**config.mk**
```make
export PLATFORM = sky130hd
export DESIGN_NAME = vc_credit_tx_flat
export DESIGN_NICKNAME = d
export VERILOG_FILES = /design/src/rtl/vc_credit_tx_if.sv /design/src/rtl/vc_credit_tx.sv /design/src/flat_wrapper.sv
export SDC_FILE = /design/constraint.sdc
export NUM_CORES = 1
export LEC_CHECK = 0
export BUFFER_PORTS_ARGS = -buffer_cell sky130_fd_sc_hd__buf_4
export CAP_MARGIN = 0
export CORE_AREA = 2 2 269 271
export CTS_BUF_LIST = sky130_fd_sc_hd__clkbuf_8
export CTS_CLUSTER_DIAMETER = 120
export DETAILED_ROUTE_END_ITERATION = 6
export DIE_AREA = 0 0 271 273
export SYNTH_ARGS = -nofsm -noshare
export SYNTH_HDL_FRONTEND = slang
export SYNTH_SLANG_ARGS = --single-unit
```
**constraint.sdc**
```tcl
create_clock -name clk -period 4.4 [get_ports clk]
set_clock_uncertainty 0.1 [all_clocks]
set_input_delay 0.22 -clock clk [delete_from_list [all_inputs] [get_ports clk]]
set_output_delay 0.22 -clock clk [all_outputs]
set_load 0.02 [all_outputs]
```
**src/rtl/vc_credit_tx_if.sv**
```systemverilog
// Link-side bundle of the credit-based VC transmitter: local per-VC queues in,
// physical link and credit status out.
interface vc_credit_tx_if #(
    parameter int NUM_VC     = 4,
    parameter int FLIT_WIDTH = 128,
    parameter int CREDITS    = 32,
    parameter int VC_W       = $clog2(NUM_VC),
    parameter int CNT_W      = $clog2(CREDITS + 1)
);
    logic [NUM_VC-1:0]            in_valid;
    logic [NUM_VC*FLIT_WIDTH-1:0] in_data;
    logic [NUM_VC-1:0]            in_ready;
    logic                         link_valid;
    logic [VC_W-1:0]              link_vc;
    logic [FLIT_WIDTH-1:0]        link_data;
    logic [NUM_VC-1:0]            credit_in;
    logic [NUM_VC*CNT_W-1:0]      credit_cnt;
    logic                         credit_err;

    // Driver side: VC queues plus downstream credit returns
    modport master (
        output in_valid, in_data, credit_in,
        input  in_ready, link_valid, link_vc, link_data, credit_cnt, credit_err
    );

    // Transmitter side
    modport slave (
        input  in_valid, in_data, credit_in,
        output in_ready, link_valid, link_vc, link_data, credit_cnt, credit_err
    );
endinterface

```
**src/rtl/vc_credit_tx.sv**
```systemverilog
// Credit-based transmit end of a router link: per-VC credit counters, round-robin
// VC arbitration, one registered flit per cycle. Define VC_CREDIT_ERR_EN for a sticky overflow flag.
module vc_credit_tx #(
    parameter int NUM_VC     = 4,
    parameter int FLIT_WIDTH = 128,
    parameter int CREDITS    = 32,
    parameter int VC_W       = $clog2(NUM_VC),
    parameter int CNT_W      = $clog2(CREDITS + 1)
) (
    input logic           clk,
    input logic           rst_n,
    vc_credit_tx_if.slave bus_if
);

    localparam logic [CNT_W-1:0] CREDITS_C = CNT_W'(CREDITS);
    localparam logic [VC_W-1:0]  LAST_VC_C = VC_W'(NUM_VC - 1);

    logic [CNT_W-1:0]      cnt_q [NUM_VC];
    logic [CNT_W-1:0]      cnt_d [NUM_VC];
    logic [VC_W-1:0]       rr_q;
    logic [VC_W-1:0]       rr_d;
    logic                  link_valid_q;
    logic                  link_valid_d;
    logic [VC_W-1:0]       link_vc_q;
    logic [VC_W-1:0]       link_vc_d;
    logic [FLIT_WIDTH-1:0] link_data_q;
    logic [FLIT_WIDTH-1:0] link_data_d;

    logic [NUM_VC-1:0]     elig_s;
    logic [NUM_VC-1:0]     grant_s;
    logic [VC_W-1:0]       gnt_idx_s;
    logic                  gnt_any_s;

    // Eligibility: flit waiting and at least one credit left
    always_comb begin
        elig_s = '0;
        for (int i = 0; i < NUM_VC; i++) begin
            elig_s[i] = bus_if.in_valid[i] && (cnt_q[i] != '0);
        end
    end

    // Round-robin arbiter: first pass covers rr..NUM_VC-1, second pass wraps to 0..rr-1
    always_comb begin
        logic found;
        found     = 1'b0;
        grant_s   = '0;
        gnt_idx_s = '0;
        for (int i = 0; i < NUM_VC; i++) begin
            if (!found && elig_s[i] && (VC_W'(i) >= rr_q)) begin
                found      = 1'b1;
                grant_s[i] = 1'b1;
                gnt_idx_s  = VC_W'(i);
            end else begin
                found = found;
            end
        end
        for (int i = 0; i < NUM_VC; i++) begin
            if (!found && elig_s[i] && (VC_W'(i) < rr_q)) begin
                found      = 1'b1;
                grant_s[i] = 1'b1;
                gnt_idx_s  = VC_W'(i);
            end else begin
                found = found;
            end
        end
        // Grants are suppressed while reset is asserted so no queue pops a flit
        if (!rst_n) begin
            grant_s = '0;
        end else begin
            grant_s = grant_s;
        end
    end

    assign gnt_any_s = |grant_s;

    // Pointer advance and link register next-state
    always_comb begin
        rr_d         = rr_q;
        link_valid_d = 1'b0;
        link_vc_d    = link_vc_q;
        link_data_d  = link_data_q;
        if (gnt_any_s) begin
            rr_d        = (gnt_idx_s == LAST_VC_C) ? '0 : (gnt_idx_s + VC_W'(1));
            link_valid_d = 1'b1;
            link_vc_d    = gnt_idx_s;
            link_data_d  = '0;
            for (int i = 0; i < NUM_VC; i++) begin
                if (grant_s[i]) begin
                    link_data_d = link_data_d | bus_if.in_data[i*FLIT_WIDTH +: FLIT_WIDTH];
                end else begin
                    link_data_d = link_data_d;
                end
            end
        end else begin
            rr_d = rr_q;
        end
    end

    // Credit counters: send consumes, pulse returns, saturating at CREDITS
    always_comb begin
        for (int i = 0; i < NUM_VC; i++) begin
            cnt_d[i] = cnt_q[i];
            if (grant_s[i] && !bus_if.credit_in[i]) begin
                cnt_d[i] = cnt_q[i] - CNT_W'(1);
            end else if (bus_if.credit_in[i] && !grant_s[i] && (cnt_q[i] != CREDITS_C)) begin
                cnt_d[i] = cnt_q[i] + CNT_W'(1);
            end else begin
                cnt_d[i] = cnt_q[i];
            end
        end
    end

    // State registers with synchronous active-low reset
    always_ff @(posedge clk) begin
        if (!rst_n) begin
            for (int i = 0; i < NUM_VC; i++) begin
                cnt_q[i] <= CREDITS_C;
            end
            rr_q         <= '0;
            link_valid_q <= 1'b0;
            link_vc_q    <= '0;
            link_data_q  <= '0;
        end else begin
            for (int i = 0; i < NUM_VC; i++) begin
                cnt_q[i] <= cnt_d[i];
            end
            rr_q         <= rr_d;
            link_valid_q <= link_valid_d;
            link_vc_q    <= link_vc_d;
            link_data_q  <= link_data_d;
        end
    end

`ifdef VC_CREDIT_ERR_EN
    logic [NUM_VC-1:0] ovf_s;
    logic              err_q;
    logic              err_d;

    // Overflow: a credit returned to a VC that already holds every credit
    always_comb begin
        ovf_s = '0;
        for (int i = 0; i < NUM_VC; i++) begin
            ovf_s[i] = (cnt_q[i] == CREDITS_C) && bus_if.credit_in[i] && !grant_s[i];
        end
        err_d = err_q | (|ovf_s);
    end

    // Sticky error flag, cleared only by reset
    always_ff @(posedge clk) begin
        if (!rst_n) begin
            err_q <= 1'b0;
        end else begin
            err_q <= err_d;
        end
    end

    assign bus_if.credit_err = err_q;
`else
    assign bus_if.credit_err = 1'b0;
`endif

    assign bus_if.in_ready   = grant_s;
    assign bus_if.link_valid = link_valid_q;
    assign bus_if.link_vc    = link_vc_q;
    assign bus_if.link_data  = link_data_q;

    for (genvar g = 0; g < NUM_VC; g++) begin : g_cnt_out
        assign bus_if.credit_cnt[g*CNT_W +: CNT_W] = cnt_q[g];
    end

endmodule

```
**src/flat_wrapper.sv**
```systemverilog
// flat-port wrapper written by rule: the top's interface ports become plain ports
module vc_credit_tx_flat 
#(
    parameter int NUM_VC     = 4,
    parameter int FLIT_WIDTH = 128,
    parameter int CREDITS    = 32,
    parameter int VC_W       = $clog2(NUM_VC),
    parameter int CNT_W      = $clog2(CREDITS + 1)
)
  (clk, rst_n, bus_if_in_valid, bus_if_in_data, bus_if_credit_in, bus_if_in_ready, bus_if_link_valid, bus_if_link_vc, bus_if_link_data, bus_if_credit_cnt, bus_if_credit_err);
  vc_credit_tx_if #(.NUM_VC(NUM_VC), .FLIT_WIDTH(FLIT_WIDTH), .CREDITS(CREDITS), .VC_W(VC_W), .CNT_W(CNT_W)) bus_if_i ();
  input logic clk;
  input logic rst_n;
  input wire logic [$bits(bus_if_i.in_valid)-1:0] bus_if_in_valid;
  input wire logic [$bits(bus_if_i.in_data)-1:0] bus_if_in_data;
  input wire logic [$bits(bus_if_i.credit_in)-1:0] bus_if_credit_in;
  output wire logic [$bits(bus_if_i.in_ready)-1:0] bus_if_in_ready;
  output wire logic [$bits(bus_if_i.link_valid)-1:0] bus_if_link_valid;
  output wire logic [$bits(bus_if_i.link_vc)-1:0] bus_if_link_vc;
  output wire logic [$bits(bus_if_i.link_data)-1:0] bus_if_link_data;
  output wire logic [$bits(bus_if_i.credit_cnt)-1:0] bus_if_credit_cnt;
  output wire logic [$bits(bus_if_i.credit_err)-1:0] bus_if_credit_err;
  assign bus_if_i.in_valid = bus_if_in_valid;
  assign bus_if_i.in_data = bus_if_in_data;
  assign bus_if_i.credit_in = bus_if_credit_in;
  assign bus_if_in_ready = bus_if_i.in_ready;
  assign bus_if_link_valid = bus_if_i.link_valid;
  assign bus_if_link_vc = bus_if_i.link_vc;
  assign bus_if_link_data = bus_if_i.link_data;
  assign bus_if_credit_cnt = bus_if_i.credit_cnt;
  assign bus_if_credit_err = bus_if_i.credit_err;
  vc_credit_tx #(.NUM_VC(NUM_VC), .FLIT_WIDTH(FLIT_WIDTH), .CREDITS(CREDITS), .VC_W(VC_W), .CNT_W(CNT_W)) u_core (.clk(clk), .rst_n(rst_n), .bus_if(bus_if_i));
endmodule
```
# After elaboration in Yosys (flattened, before gate mapping)
# Memory sizes are Yosys's and may differ from the RTL's.
# Cells that the tools add are included.
# op_classes
n_addsub,9
n_mul,0
n_div,0
n_lt_le_gt_ge,8
eq_ne,5
shift,0
mux,45
bitwise_logic,7
n_reduce_logical,51
# ops
cell,count
$mux 128,7
$or 128x128->128,3
$mux 6,12
$logic_and 1x1->1,31
$add 6x1->6 const B,4
$ne 6x6->1 const B,4
$reduce_bool 6->1,4
$sub 6x1->6 const B,4
$mux 1,18
$logic_not 1->1,15
$mux 2,7
$ge 1x2->1 const A,2
$ge 2x2->1 const A,2
$lt 1x2->1 const A,2
$lt 2x2->1 const A,2
$mux 4,1
$or 1x1->1,4
$reduce_or 4->1,1
$add 2x1->2 const B,1
$eq 2x2->1 const B,1
# totals
regBits,133
latch_bits,0
ram_bits,24
romBits,0
mem_count,1
# mem_list
memory,depth,width,rd,rd_ports_with_merged_regs,write_ports,line_no,text
u_core.cnt_q,4,6,4,0,4,vc_credit_tx.sv:18,logic [CNT_W-1:0] cnt_q [NUM_VC];

# Longest topological paths before layout
# An unclocked memory read counts as a cell.
# logic_depth
depth_word,44
ltp_mapped,14

# Least setup slack after synthesis
# No wires, ideal clock.
# synth_path
path_kind,reg-to-reg
start,memory u_core.cnt_q[1][1] in the netlist's numbering
end,memory u_core.cnt_q[3][5] in the netlist's numbering
setup_time_ns,0.116
t_arrival_ns,3.538
t_required_ns,4.184
slack_ns,0.646
path_stages_with_launch,14
period_less_slack_ns,3.754
cell_sequence,dfxtp_1 -> or4_1 -> o31ai_2 -> o221a_2 -> nand3_1 -> or2_2 -> inv_1 -> ha_1 -> a21o_1 -> a21oi_1 -> o21ai_0 -> and3_1 -> or3_1 -> a31o_2
# synth_lines
item,line_no
start: declaration,vc_credit_tx.sv:18

==> flow_metrics.env <==
export IMPL_syn_avg_cell_area_sq_um=8.29
export IMPL_path_buf_inv=3
export IMPL_ys_seq_area_frac=0.376
export IMPL_fp_dieW_um=271
export IMPL_areaGrowthSynthToFinish_pct=110
export IMPL_slew_violations=0
export IMPL_failed_checks="design-rule violations"
export IMPL_status="complete, but fails checks"
export IMPL_p_clk_frac=0.141
export IMPL_slew_headroom=0.387
export IMPL_clock_latency_ns=0.54
export IMPL_clockBufferDepth=2
export IMPL_regArea_sq_um=3140
export IMPL_synth_top_cells_by_area="dfxtp_1 38%, a222oi_1 15%, a31oi_1 9.6%"
export IMPL_fin_hold_ws_ns=0.253
export IMPL_worst_slack_ns=0.169
export IMPL_synth_area_sq_um=8350
export IMPL_initial_utilization=0.118
export IMPL_p_total_mw=9.17
export IMPL_place_ws_ns=0.527
export IMPL_ir_worst_vdd_mv=0.232
export IMPL_cp_top_family="buffers and inverters"
export IMPL_root_buffer="clkbuf_8"
export IMPL_clk_pin_slew_worst_paths_ns=0.10
export IMPL_wire_per_inst_um=18.5
export IMPL_worstPathArrival_ns=4.62
export IMPL_layout_drive_gt1_share=0.396
export IMPL_drt_pass1_iter_count=7
export IMPL_hold_path_startpoint="bus_if_in_valid[0]"
export IMPL_cts_buffers=17
export IMPL_clock_fmax_ghz=0.236
export IMPL_netSwitchingPower_mw=4.03
export IMPL_tightest_slew_ns=0.920
export IMPL_drt_total_wl_mm=52.8
export IMPL_critPathKind="reg2reg"
export IMPL_setup_viol=0
export IMPL_vias=12200
export IMPL_grt_pass1_wl_mm=73.6
export IMPL_ys_types=59
export IMPL_crit_fanout=59
export IMPL_cts_tree="done"
export IMPL_cts_setup_buffers=0
export IMPL_p_leak_nw=7.75
export IMPL_maxCapViolCount=0
export IMPL_gp_congestion=0.865
export IMPL_syn_nets=1546
export IMPL_grt_max_degree=114
export IMPL_h_tree_depth=4
export IMPL_fin_crit_sh=0.961
export IMPL_yosysWarningCount=0
export IMPL_rows=98
export IMPL_drt_first_iter_violations=1284
export IMPL_drc=4
export IMPL_multiInputGateArea_sq_um=4690
export IMPL_r2r_start="u_core.cnt_q[3][1]$_SDFFE_PN0P_"
export IMPL_path_cells="or4_4 > o31a_1 > a211oi_1 > and2_4 > buf_4 > a222oi_1 > dlygate4sd3_1 > a31oi_1 > dlygate4sd3_1"
export IMPL_coreArea_sq_um=71000
export IMPL_fillers=7737
export IMPL_swShare=0.440
export IMPL_ant_nets=0
export IMPL_grt_overflow_total=0
export IMPL_die_area_sq_um=74000
export IMPL_async_reset_ff_frac=0
export IMPL_power_density_nw_per_um2=522
export IMPL_hpwl_mm=40.5
export IMPL_startpoint_type="flip-flop"
export IMPL_clock_sinks=157
export IMPL_period_needed_ns=4.23
export IMPL_fin_util=0.247
export IMPL_grt_pass1_vias=11700
export IMPL_synth_edf_count=0
export IMPL_synthFlopType="dfxtp_1"
export IMPL_yosysTopAreaCell="dfxtp_1"
export IMPL_cp_required_ns=4.78
export IMPL_port_buffers=680
export IMPL_cp_slowest_cell="and2_4"
export IMPL_p_comb_frac=0.604
export IMPL_synth_top_area_frac=0.376
export IMPL_pwr_share_seq=0.255
export IMPL_antenna_found_initial=6
export IMPL_critPathCaptureType="flip-flop"
export IMPL_hp_class="in2reg"
export IMPL_startpoint="u_core.cnt_q[3][1]$_SDFFE_PN0P_"
export IMPL_final_nets=2424
export IMPL_die_h_um=273
export IMPL_hold_violations=0
export IMPL_max_stage_delay_ns=0.69
export IMPL_grt_usage=0.134
export IMPL_ioPinCount=682
export IMPL_postSynthCellCount=1007
export IMPL_cp_common_cell="dlygate4sd3_1"
export IMPL_vias_per_cell=4.28
export IMPL_cellInternalPower_mw=5.14
export IMPL_ys_seq_elements=157
-- worst min-delay path: cells and delay by family --
kind	cells	cell delay, ns
AND/OR/NAND/NOR	1	0.17
AO/OA/AOI/OAI	3	0.34
buffers and inverters	1	0.12
-- routing by layer --
layer	share of wire	GRT usage
met1	0.39	0.155
met2	0.47	0.220
met3	0.11	0.0596
met4	0.025	0.0454
met5	0.00036	0
-- cell usage after synthesis, types with 3 or more instances --
| cell | number |
|---|---|
| inv_1 | 16 |
| a21oi_1 | 13 |
| nand2_1 | 152 |
| or3_1 | 3 |
| nor2_1 | 28 |
| xnor2_1 | 14 |
| mux2i_1 | 13 |
| ha_1 | 14 |
| o21a_1 | 3 |
| buf_2 | 24 |
| o21ai_0 | 123 |
| buf_4 | 4 |
| nand3_1 | 8 |
| a211oi_1 | 7 |
| a21o_1 | 6 |
| or4_1 | 3 |
| clkbuf_1 | 79 |
| and2_1 | 3 |
| and3_1 | 4 |
| nor3_1 | 9 |
| nor2b_1 | 4 |
| a31oi_1 | 128 |
| a222oi_1 | 128 |
| fa_1 | 3 |
| dfxtp_1 | 157 |
| o21ai_1 | 16 |
-- logic make-up (layout without fill, tap and decap cells) --
family	count (synthesis)	after routing	synth area share
fa+ha+maj	17	17	0.0282
flops	157	157	0.376
xor+xnor	15	15	0.0157
compound gates	446	446	0.379
buf+inv	129	1017	0.0652
simple gates	228	228	0.118
other cells	1	5	0.000449
mux	14	14	0.0169
-- power groups by stage --
stage	sequential, mW	combinational, mW	clock (mW)
3_5_place_dp	2.36	4.79	0
3_3_place_gp	2.35	4.78	0
2_1_floorplan	2.94	1.91	0
5_1_grt	2.41	5.97	1.41
6_report	2.34	5.54	1.29
4_1_cts	2.34	5.55	1.37
-- cell usage in the layout (no fill, tap or decap), types with 2 or more instances in the layout --
| cell | instances |
|---|---|
| buf_4 | 700 |
| dlygate4sd3_1 | 263 |
| dfxtp_1 | 157 |
| nand2_1 | 152 |
| a222oi_1 | 128 |
| a31oi_1 | 128 |
| o21ai_0 | 122 |
| nor2_1 | 28 |
| clkbuf_8 | 20 |
| o21ai_1 | 17 |
| inv_1 | 16 |
| xnor2_1 | 14 |
| ha_1 | 14 |
| a21oi_1 | 13 |
| mux2i_1 | 13 |
| nor3_1 | 9 |
| nand3_1 | 8 |
| a211oi_1 | 7 |
| a21o_1 | 6 |
| buf_12 | 6 |
| diode_2 | 4 |
| nor2b_1 | 4 |
| and3_1 | 4 |
| bufinv_16 | 4 |
| o21a_1 | 3 |
| or3_1 | 3 |
| or4_1 | 3 |
| fa_1 | 3 |
| o31ai_1 | 2 |
| and4b_1 | 2 |
| nand2b_1 | 2 |
| a22oi_1 | 2 |
| o211ai_1 | 2 |
| or2_2 | 2 |
| o31a_1 | 2 |
| nor4_1 | 2 |
| o311a_1 | 2 |
| and2_4 | 2 |
| clkinvlp_4 | 2 |
| clkinv_4 | 2 |
-- path summary, 6_finish.rpt --
check	cells after the start	slack, ns	endpoint
worst min-delay path	5	0.25	u_core.bus_if.link_vc[0]$_SDFFE_PN0P_
worst min register to register	2	0.41	u_core.cnt_q[0][3]$_SDFFE_PN0P_
worst max-delay path	9	0.17	u_core.bus_if.link_data[21]$_SDFFE_PN0P_
worst max register to register	9	0.17	u_core.bus_if.link_data[21]$_SDFFE_PN0P_
-- registers in the layout, summed over array words and instances (netlist names) --
name and flops:
u_core.bus_if.link_data 128, u_core.bus_if.link_valid 1, u_core.bus_if.link_vc 2, u_core.rr_q 2
u_core.cnt_q 24
-- repair_timing --
| action | 4_1_cts | 5_1_grt |
|---|---|---|
| hold endpoints to repair | 136 | 0 |
| gates resized for setup | 0 | 2 |
| setup endpoints to repair | 0 | 3 |
| hold buffers | 263 | 0 |
-- final cells by class --
type	instances	share of cell area
clock buffers	20	0.0157
inverters	18	0.00399
repair buffers	970	0.457
flip-flops and latches	157	0.179
multi-input cells	721	0.267
well taps	950	0.0677
clock inverters	9	0.00919
diodes	4	0.000570
-- per-stage QoR --
| stage | cell area, sq um | setup TNS [ns] | std cells |
|---|---|---|---|
| 5_1_grt | 17600 | -0.000776 | 2849 |
| 2_1_floorplan | 8350 | 0 | 1007 |
| 4_1_cts | 17500 | 0 | 2845 |
| 3_5_place_dp | 14500 | 0 | 2553 |
| 3_3_place_gp | 14500 | 0 | 2553 |
| 6_report | 17600 | 0 | 2849 |
Note: power is estimated with default switching activity, not from simulation.
